[src/rtl/key_tick_frontend.sv]
// key_tick_frontend
//
// Front end for a stopwatch. Two raw active-low push-buttons are synchronized
// and debounced. KEY[0] produces a one-cycle clear pulse. KEY[1] toggles the
// run level. While running, a prescaler produces a one-cycle 1 Hz tick that
// advances a downstream seconds counter.
//
// Ports:
//   CLOCK_50   in   system clock; all state changes on its rising edge
//   reset      in   asynchronous, active-high reset
//   KEY[1:0]   in   raw buttons, active-low, asynchronous to CLOCK_50
//                   (KEY[0] = clear, KEY[1] = start/stop)
//   tick_1hz   out  one-cycle pulse every TICK_CYCLES cycles while running
//   clr_pulse  out  one-cycle pulse per accepted KEY[0] press
//   run        out  counting enable, toggled per accepted KEY[1] press
//
// Debounce timing: the first edge that samples KEY low is E. The second
// synchronizer flop shows the low at E+1. The FSM enters PRESS_WAIT at E+2
// and HELD at E+2+DB_CYCLES. The press event register rises one edge after
// that, at E+DB_CYCLES+3.
module key_tick_frontend #(
    parameter int TICK_CYCLES = 50000000,
    parameter int DB_CYCLES   = 500000
) (
    input  logic       CLOCK_50,
    input  logic       reset,
    input  logic [1:0] KEY,
    output logic       tick_1hz,
    output logic       clr_pulse,
    output logic       run
);

    localparam int PW = (TICK_CYCLES > 1) ? $clog2(TICK_CYCLES) : 1;
    localparam int CW = (DB_CYCLES > 1) ? $clog2(DB_CYCLES) : 1;
    localparam logic [PW-1:0] PRESC_LAST = PW'(TICK_CYCLES - 1);
    localparam logic [CW-1:0] DB_LAST    = CW'(DB_CYCLES - 1);

    typedef enum logic [1:0] {
        RELEASED     = 2'd0,
        PRESS_WAIT   = 2'd1,
        HELD         = 2'd2,
        RELEASE_WAIT = 2'd3
    } db_state_e;

    // Synchronizers. Both flops reset to 1, which is the released level.
    logic [1:0]    sync_a_q;
    logic [1:0]    sync_b_q;

    // Per-key debounce FSM state and stability counters.
    db_state_e     state_q [2];
    db_state_e     state_d [2];
    logic [CW-1:0] cnt_q   [2];
    logic [CW-1:0] cnt_d   [2];

    // held_q[k] is high for one cycle after the PRESS_WAIT->HELD transition.
    // It is the next-state of the press event for each key. Key 0's event is
    // registered as clr_q. Key 1's event is registered directly as the run
    // toggle, so run changes on the same edge the event rises.
    logic [1:0]    held_q;
    logic [1:0]    held_d;
    logic          clr_q;
    logic          clr_d;
    logic          run_q;
    logic          run_d;

    logic [PW-1:0] presc_q;
    logic [PW-1:0] presc_d;
    logic          tick_q;
    logic          tick_d;

    always_ff @(posedge CLOCK_50 or posedge reset) begin
        if (reset) begin
            sync_a_q <= 2'b11;
            sync_b_q <= 2'b11;
            for (int k = 0; k < 2; k++) begin
                state_q[k] <= RELEASED;
                cnt_q[k]   <= '0;
            end
            held_q   <= 2'b00;
            clr_q    <= 1'b0;
            run_q    <= 1'b0;
            presc_q  <= '0;
            tick_q   <= 1'b0;
        end else begin
            sync_a_q <= KEY;
            sync_b_q <= sync_a_q;
            for (int k = 0; k < 2; k++) begin
                state_q[k] <= state_d[k];
                cnt_q[k]   <= cnt_d[k];
            end
            held_q   <= held_d;
            clr_q    <= clr_d;
            run_q    <= run_d;
            presc_q  <= presc_d;
            tick_q   <= tick_d;
        end
    end

    // Debounce next-state. Press and release are symmetric. Each one needs
    // DB_CYCLES further stable samples after the first sample at the new
    // level. Any sample that disagrees drops back to the previous stable state.
    always_comb begin
        held_d = 2'b00;
        for (int k = 0; k < 2; k++) begin
            state_d[k] = state_q[k];
            cnt_d[k]   = cnt_q[k];
            unique case (state_q[k])
                RELEASED: begin
                    if (!sync_b_q[k]) begin
                        state_d[k] = PRESS_WAIT;
                        cnt_d[k]   = '0;
                    end
                end
                PRESS_WAIT: begin
                    if (sync_b_q[k]) begin
                        state_d[k] = RELEASED;
                    end else if (cnt_q[k] == DB_LAST) begin
                        state_d[k] = HELD;
                        held_d[k]  = 1'b1;
                    end else begin
                        cnt_d[k] = cnt_q[k] + 1'b1;
                    end
                end
                HELD: begin
                    if (sync_b_q[k]) begin
                        state_d[k] = RELEASE_WAIT;
                        cnt_d[k]   = '0;
                    end
                end
                RELEASE_WAIT: begin
                    if (!sync_b_q[k]) begin
                        state_d[k] = HELD;
                    end else if (cnt_q[k] == DB_LAST) begin
                        state_d[k] = RELEASED;
                    end else begin
                        cnt_d[k] = cnt_q[k] + 1'b1;
                    end
                end
                default: state_d[k] = RELEASED;
            endcase
        end
    end

    // Press events, run toggle and prescaler. The tick decision uses run_q,
    // which is the pre-toggle value. A clear in progress takes priority over
    // a wrap, so the next tick is a full TICK_CYCLES after the clear.
    always_comb begin
        clr_d   = held_q[0];
        run_d   = run_q ^ held_q[1];
        presc_d = presc_q;
        tick_d  = 1'b0;
        if (clr_q) begin
            presc_d = '0;
        end else if (run_q) begin
            if (presc_q == PRESC_LAST) begin
                presc_d = '0;
                tick_d  = 1'b1;
            end else begin
                presc_d = presc_q + 1'b1;
            end
        end
    end

    assign tick_1hz  = tick_q;
    assign clr_pulse = clr_q;
    assign run       = run_q;

endmodule

[config.mk]
export PLATFORM = sky130hd
export DESIGN_NAME = key_tick_frontend
export DESIGN_NICKNAME = d
export VERILOG_FILES = /design/src/rtl/key_tick_frontend.sv
export SDC_FILE = /design/constraint.sdc
export NUM_CORES = 1
export LEC_CHECK = 0
export CORE_AREA = 5 5 97 99
export DETAILED_ROUTE_END_ITERATION = 7
export DIE_AREA = 0 0 102 104
export GPL_TIMING_DRIVEN = 0
export PLACE_DENSITY = 0.72
export RECOVER_POWER = 25
export SLEW_MARGIN = 10
export SYNTH_ARGS = -nofsm -noshare
export SYNTH_HDL_FRONTEND = slang
export SYNTH_SLANG_ARGS = --single-unit
[constraint.sdc]
create_clock -name CLOCK_50 -period 7.7 [get_ports CLOCK_50]
set_input_delay 1.54 -clock CLOCK_50 [delete_from_list [all_inputs] [get_ports CLOCK_50]]
set_output_delay 1.54 -clock CLOCK_50 [all_outputs]
set_load 0.02 [all_outputs]
# Word level (Yosys, flattened, before mapping)
# Cells that the tools add are included.
[word_totals]
register_bits = 77
input_bits = 4
output_inout_bits = 3
word_cells = 81
[op_classes]
n_addsub = 3
eq_ne = 21
mux = 38
bitwise = 1
n_reduce_logical = 7
[ops]
columns = ["operator", "count"]
rows = [
  ["$mux 19", 10],
  ["$pmux 19 s4", 2],
  ["$mux 26", 3],
  ["$add 19x1->19 const B", 2],
  ["$eq 19x19->1 const B", 2],
  ["$add 26x1->26 const B", 1],
  ["$eq 26x26->1 const B", 1],
  ["$mux 2", 12],
  ["$ne 2x2->1 const B", 8],
  ["$pmux 2 s4", 2],
  ["$reduce_and 4->1", 4],
  ["$ne 3x3->1 const B", 4],
  ["$mux 1", 9],
  ["$eq 2x2->1 const B", 4],
  ["$eq 2x1->1 const B", 2],
  ["$logic_not 2->1", 2],
  ["$reduce_bool 2->1", 1],
  ["$xor 1x1->1", 1],
]

# Longest topological paths before layout
[depth]
depth_word = 4
ltp_mapped = 7
ltp_nobuf = 6

# Worst setup path after synthesis
# OpenSTA, ideal clock, no wires.
[synth_path]
kind = "register to register"
from = "register presc_q[18]"
to = "register presc_q[18]"
setup_time_ns = 0.120
arrival_ns = 1.902
t_required_ns = 7.580
path_slack_ns = 5.678
stages_incl_launch_ff = 6
n_path_buf = 0
synth_period_minus_slack_ns = 2.022
cell_sequence = "dfrtp_1 > or4b_1 > or4_4 > o31ai_4 > nor4b_1 > a31o_1"
[synth_between]
elab_chain_cells = 4
word_cells_on_any_way = 5
cone_classes = "add/sub: 1; eq/ne: 1; mux: 3"
[synth_lines]
columns = ["item", "line_no", "source"]
rows = [
  ["start: declaration", "66", "logic [PW-1:0] presc_q;"],
  ["start signal: assignment", "94", "presc_q <= presc_d;"],
  ["$add 26x1->26 / $eq 26x26->1 (equally long branches)", "159, 155", ""],
  ["$mux 26 *", "155", "if (presc_q == PRESC_LAST) begin"],
  ["$mux 26 *", "154", "end else if (run_q) begin"],
  ["$mux 26 *", "152", "if (clr_q) begin"],
]
# Mark *: on every way between the ends. The rest lies on a longest branch, timed or not. The select of a mux whose other input is x is not followed.
# A chain may end at the register's enable or synchronous reset.

# Final worst setup path
[layout_path]
from = "register clr_q (netlist: clr_pulse)"
to = "output port clr_pulse"
[layout_lines]
columns = ["item", "line_no", "source"]
rows = [
  ["start: declaration", "61", "logic clr_q;"],
  ["start signal: assignment", "92", "clr_q <= clr_d;"],
  ["end: declaration", "29", "output logic clr_pulse,"],
]
# No word-level cell between the ends.

==> key figures <==
Route
  – Via count: 3357
  – Drt wl/cell: 15.42 um
  – Final wirelength: 8.743 mm
  – Drt drc: 0
  – Initial DRC count: 159
  – ANT nets after route: 0
  – 1st-pass router iterations: 4
  – Mean number of vias per cell: 5.921

Global route
  – Global-route wire length before repair: 15.48 mm
  – Total GRT Usage: 0.1762
  – Routing usage on met1: 0.2469
  – Aggregate global routing overflow: 0
  – Pin count of the biggest net entering global routing: 66
  – Routing usage on met3: 0.02549
  – Initial antenna violation count: 0
  – Vias in the first global route: 3307
  – GR Util met2: 0.2799
  – GR peak layer: met2

Cells and area
  – Antenna cells: 0
  – Commonest non-fill, non-tap cell in the layout: dfrtp_1
  – Util after Layout: 0.5402
  – Most frequent cells in the layout: 73 x dfrtp_1, 48 x nor2_1, 39 x nand2_1
  – Layout cells sized above 1: 0.07407
  – Final #Nets: 461
  – Sequential cell area: 0.001932 mm^2
  – Fill cells: 741
  – Area Growth Syn to Fin: 11.23%
  – Multi-input gate area: 0.002059 mm^2

Floorplan
  – CORE AREA: 0.008466 mm^2
  – Die ar.: 0.01061 mm^2
  – Die width: 102 um
  – Chip Height: 104 um
  – Starting Density: 0.4857
  – Boundary Pins: 7
  – Row Count: 34

Critical path
  – Worst path arrival time: 1.44 ns
  – Critical Path End Type: output port
  – Setup CP Type: register to output port
  – Worst path max stage delay: 0.64 ns
  – Buffers and inverters on the worst path: 1
  – Crit path max-delay family: buffers and inverters
  – CP max FO: 6
  – Req. time, crit path: 6.16 ns
  – Crit path cell chain: clkdlybuf4s50_1
  – Crit path max-delay cell type: clkdlybuf4s50_1
  – Type of element launching the critical path: register

Power and ir drop
  – P_leak: 1.896 nW
  – Psw: 182.5 uW
  – P per Cell Area: 179.6 mW/mm^2
  – Comb power frac: 0.042
  – Pwr Total: 821.2 uW
  – Clock power share: 0.446
  – Part of the power in registers: 0.512
  – Max VDD drop: 0.1036 mV
  – Internal power: 638.7 uW
  – Switching share of power: 0.2222

Clocking
  – Clock Latency Late Sink: 0.34 ns
  – CTS Buf Count: 9
  – CTS root buffer: clkbuf_8
  – Reg clk slew, reported paths: 0.08 ns
  – Clock Path Buffers: 2
  – Clock net sink count: 77
  – # Post-CTS Setup Buffers: 0
  – TritonCTS clock tree: yes
  – Post_cts resized: 0
  – H-tree level count: 3
  – Post-CTS Hold Buffers: 0

Synth
  – Post-Synth Simple-Gate Area: 0.2760
  – Sequential area share after synthesis: 0.4699
  – Largest family of logic cells by synthesized area: simple AND/OR/NAND/NOR gates
  – Synth cell types: 57
  – Synth Area in Adders: 0.009130
  – Post-Synth XOR/XNOR Area: 0.06817
  – Mux cell area share after synthesis: 0.01491
  – Synth Area in Compound Gates: 0.1327
  – Main flop type after synthesis: dfrtp_1
  – Syn_nets: 443
  – Post-synth ARST share: 1.000
  – Post-synth EDFFs: 0
  – Cell count after synthesis: 436
  – Post-synthesis register bit count: 77
  – Average size of a mapped cell: 9.430 um^2
  – Syn. warnings: 0
  – Syn Std Cell Area: 0.004111 mm^2

STA
  – Final period util: 0.3870
  – F_max: 0.3356 GHz
  – Layout Skew: 0.01287 ns
  – Final setup fails: 0
  – Hold Violations, Final: 0
  – Measured slew at the worst slew-check pin: 0.8138 ns
  – Setup TNS: 0 ns
  – Slew HR: 0.4536
  – Minimum clock period: 2.980 ns
  – Slew Viols, Final: 0
  – RSZ-0062 raised after global routing: no

Run
  – # Max-Cap Violations: 0

Place
  – RePlAce Congestion: 0.8823
  – Port Buffers: 6
  – Hpwl dp: 6.099 mm

Run status
  – Status: completed

Min path
  – Hold WC Path Type: register to register
[cells by family after synthesis]
family	Yosys count
AND/OR/NAND/NOR	208
AO/OA/AOI/OAI	80
flip-flops	77
XOR/XNOR	32
buffers and inverters	30
multiplexers	6
adder cells (fa/ha/maj)	3
[synthesized netlist by cell type (2+ instances only)]
master / number / share of area
buf_2: 3 / 0.0037
nor2_1: 48 / 0.044
and3_1: 7 / 0.011
o311ai_0: 3 / 0.0064
or2_2: 2 / 0.0030
o31ai_1: 2 / 0.0037
dfstp_2: 4 / 0.026
nand2_1: 39 / 0.036
or4_4: 2 / 0.0055
or4_1: 3 / 0.0055
or4b_1: 2 / 0.0049
dfrtp_1: 73 / 0.44
nand4_1: 17 / 0.026
a22o_1: 2 / 0.0043
xnor2_1: 9 / 0.019
xor2_1: 23 / 0.049
or3_1: 9 / 0.014
a31o_1: 2 / 0.0043
o21ai_0: 24 / 0.029
a21oi_1: 17 / 0.021
ha_1: 3 / 0.0091
inv_1: 13 / 0.012
o211ai_1: 4 / 0.0073
nor4b_1: 4 / 0.0085
nand4b_1: 3 / 0.0064
a41o_1: 4 / 0.0097
o31ai_4: 2 / 0.010
a31oi_1: 8 / 0.012
nor3_1: 13 / 0.016
nand3_1: 31 / 0.038
clkbuf_1: 12 / 0.011
and4_1: 10 / 0.021
mux2i_1: 5 / 0.012
a211oi_1: 3 / 0.0055
nor4_1: 6 / 0.0091
and2_1: 3 / 0.0046
[cell type report]
type	count	area share
Multi-Input combinational cell	329	0.4503
Timing Repair Buffer	7	0.01915
Tap cell	108	0.02955
Clock buffer	10	0.02791
Buffer	17	0.01532
Sequential cell	77	0.4224
Inverter	13	0.01094
Clock inverter	6	0.02435
[sequential cells by signal (all words and copies together) (netlist names), named ones only]
name,cells
clr_pulse,1
cnt_q,38
held_q,2
presc_q,26
run,1
state_q,2
sync_a_q,2
sync_b_q,2
tick_1hz,1
[metrics by stage]
step	worst slack, ns	hold WS (ns)	cells	instance area (um^2)
CTS	4.698	0.3531	567	4576
global placement	2.930	0.3345	550	4307
floorplan	4.200	0.3312	436	4111
global route	4.657	0.3573	567	4573
detailed placement	5.082	0.3404	551	4337
finish	4.720	0.3521	567	4573
[worst reg2reg max path: stages (launching register included)]
cell	delay, ns
dfrtp_1	0.43
xnor2_1	0.68
nand2_1	0.26
a21oi_1	0.46
a31oi_1	0.18
a41o_1	0.23
[power by group through the flow]
stage               Clock (mW)  Sequential, mW  Combinational, mW
floorplan                    0           0.427             0.0242
global placement             0           0.428             0.0322
detailed placement           0           0.428             0.0359
CTS                      0.376           0.421             0.0359
global route             0.394           0.422             0.0400
finish                   0.366           0.421             0.0346
[routing by layer]
metal | vias up | wire length (um)
li1 | 1641 | -
met1 | 1640 | 4094
met2 | 66 | 4299
met3 | 10 | 257
met4 | 0 | 91
met5 | - | 0
[final timing paths]
kind | to | cells past startpoint | slack (ns) | start
hold reg to reg | clr_pulse | 0 | 0.35 | held_q[0]
max in group asynchronous | sync_b_q[1] | 3 | 5.24 | reset
min in group asynchronous | cnt_q[2] | 2 | 1.71 | reset
setup reg to reg | cnt_q[16] | 5 | 5.35 | register
hold / removal | clr_pulse | 0 | 0.35 | held_q[0]
setup / recovery | clr_pulse | 1 | 4.72 | clr_pulse
Power figures use the tool's default switching activity.
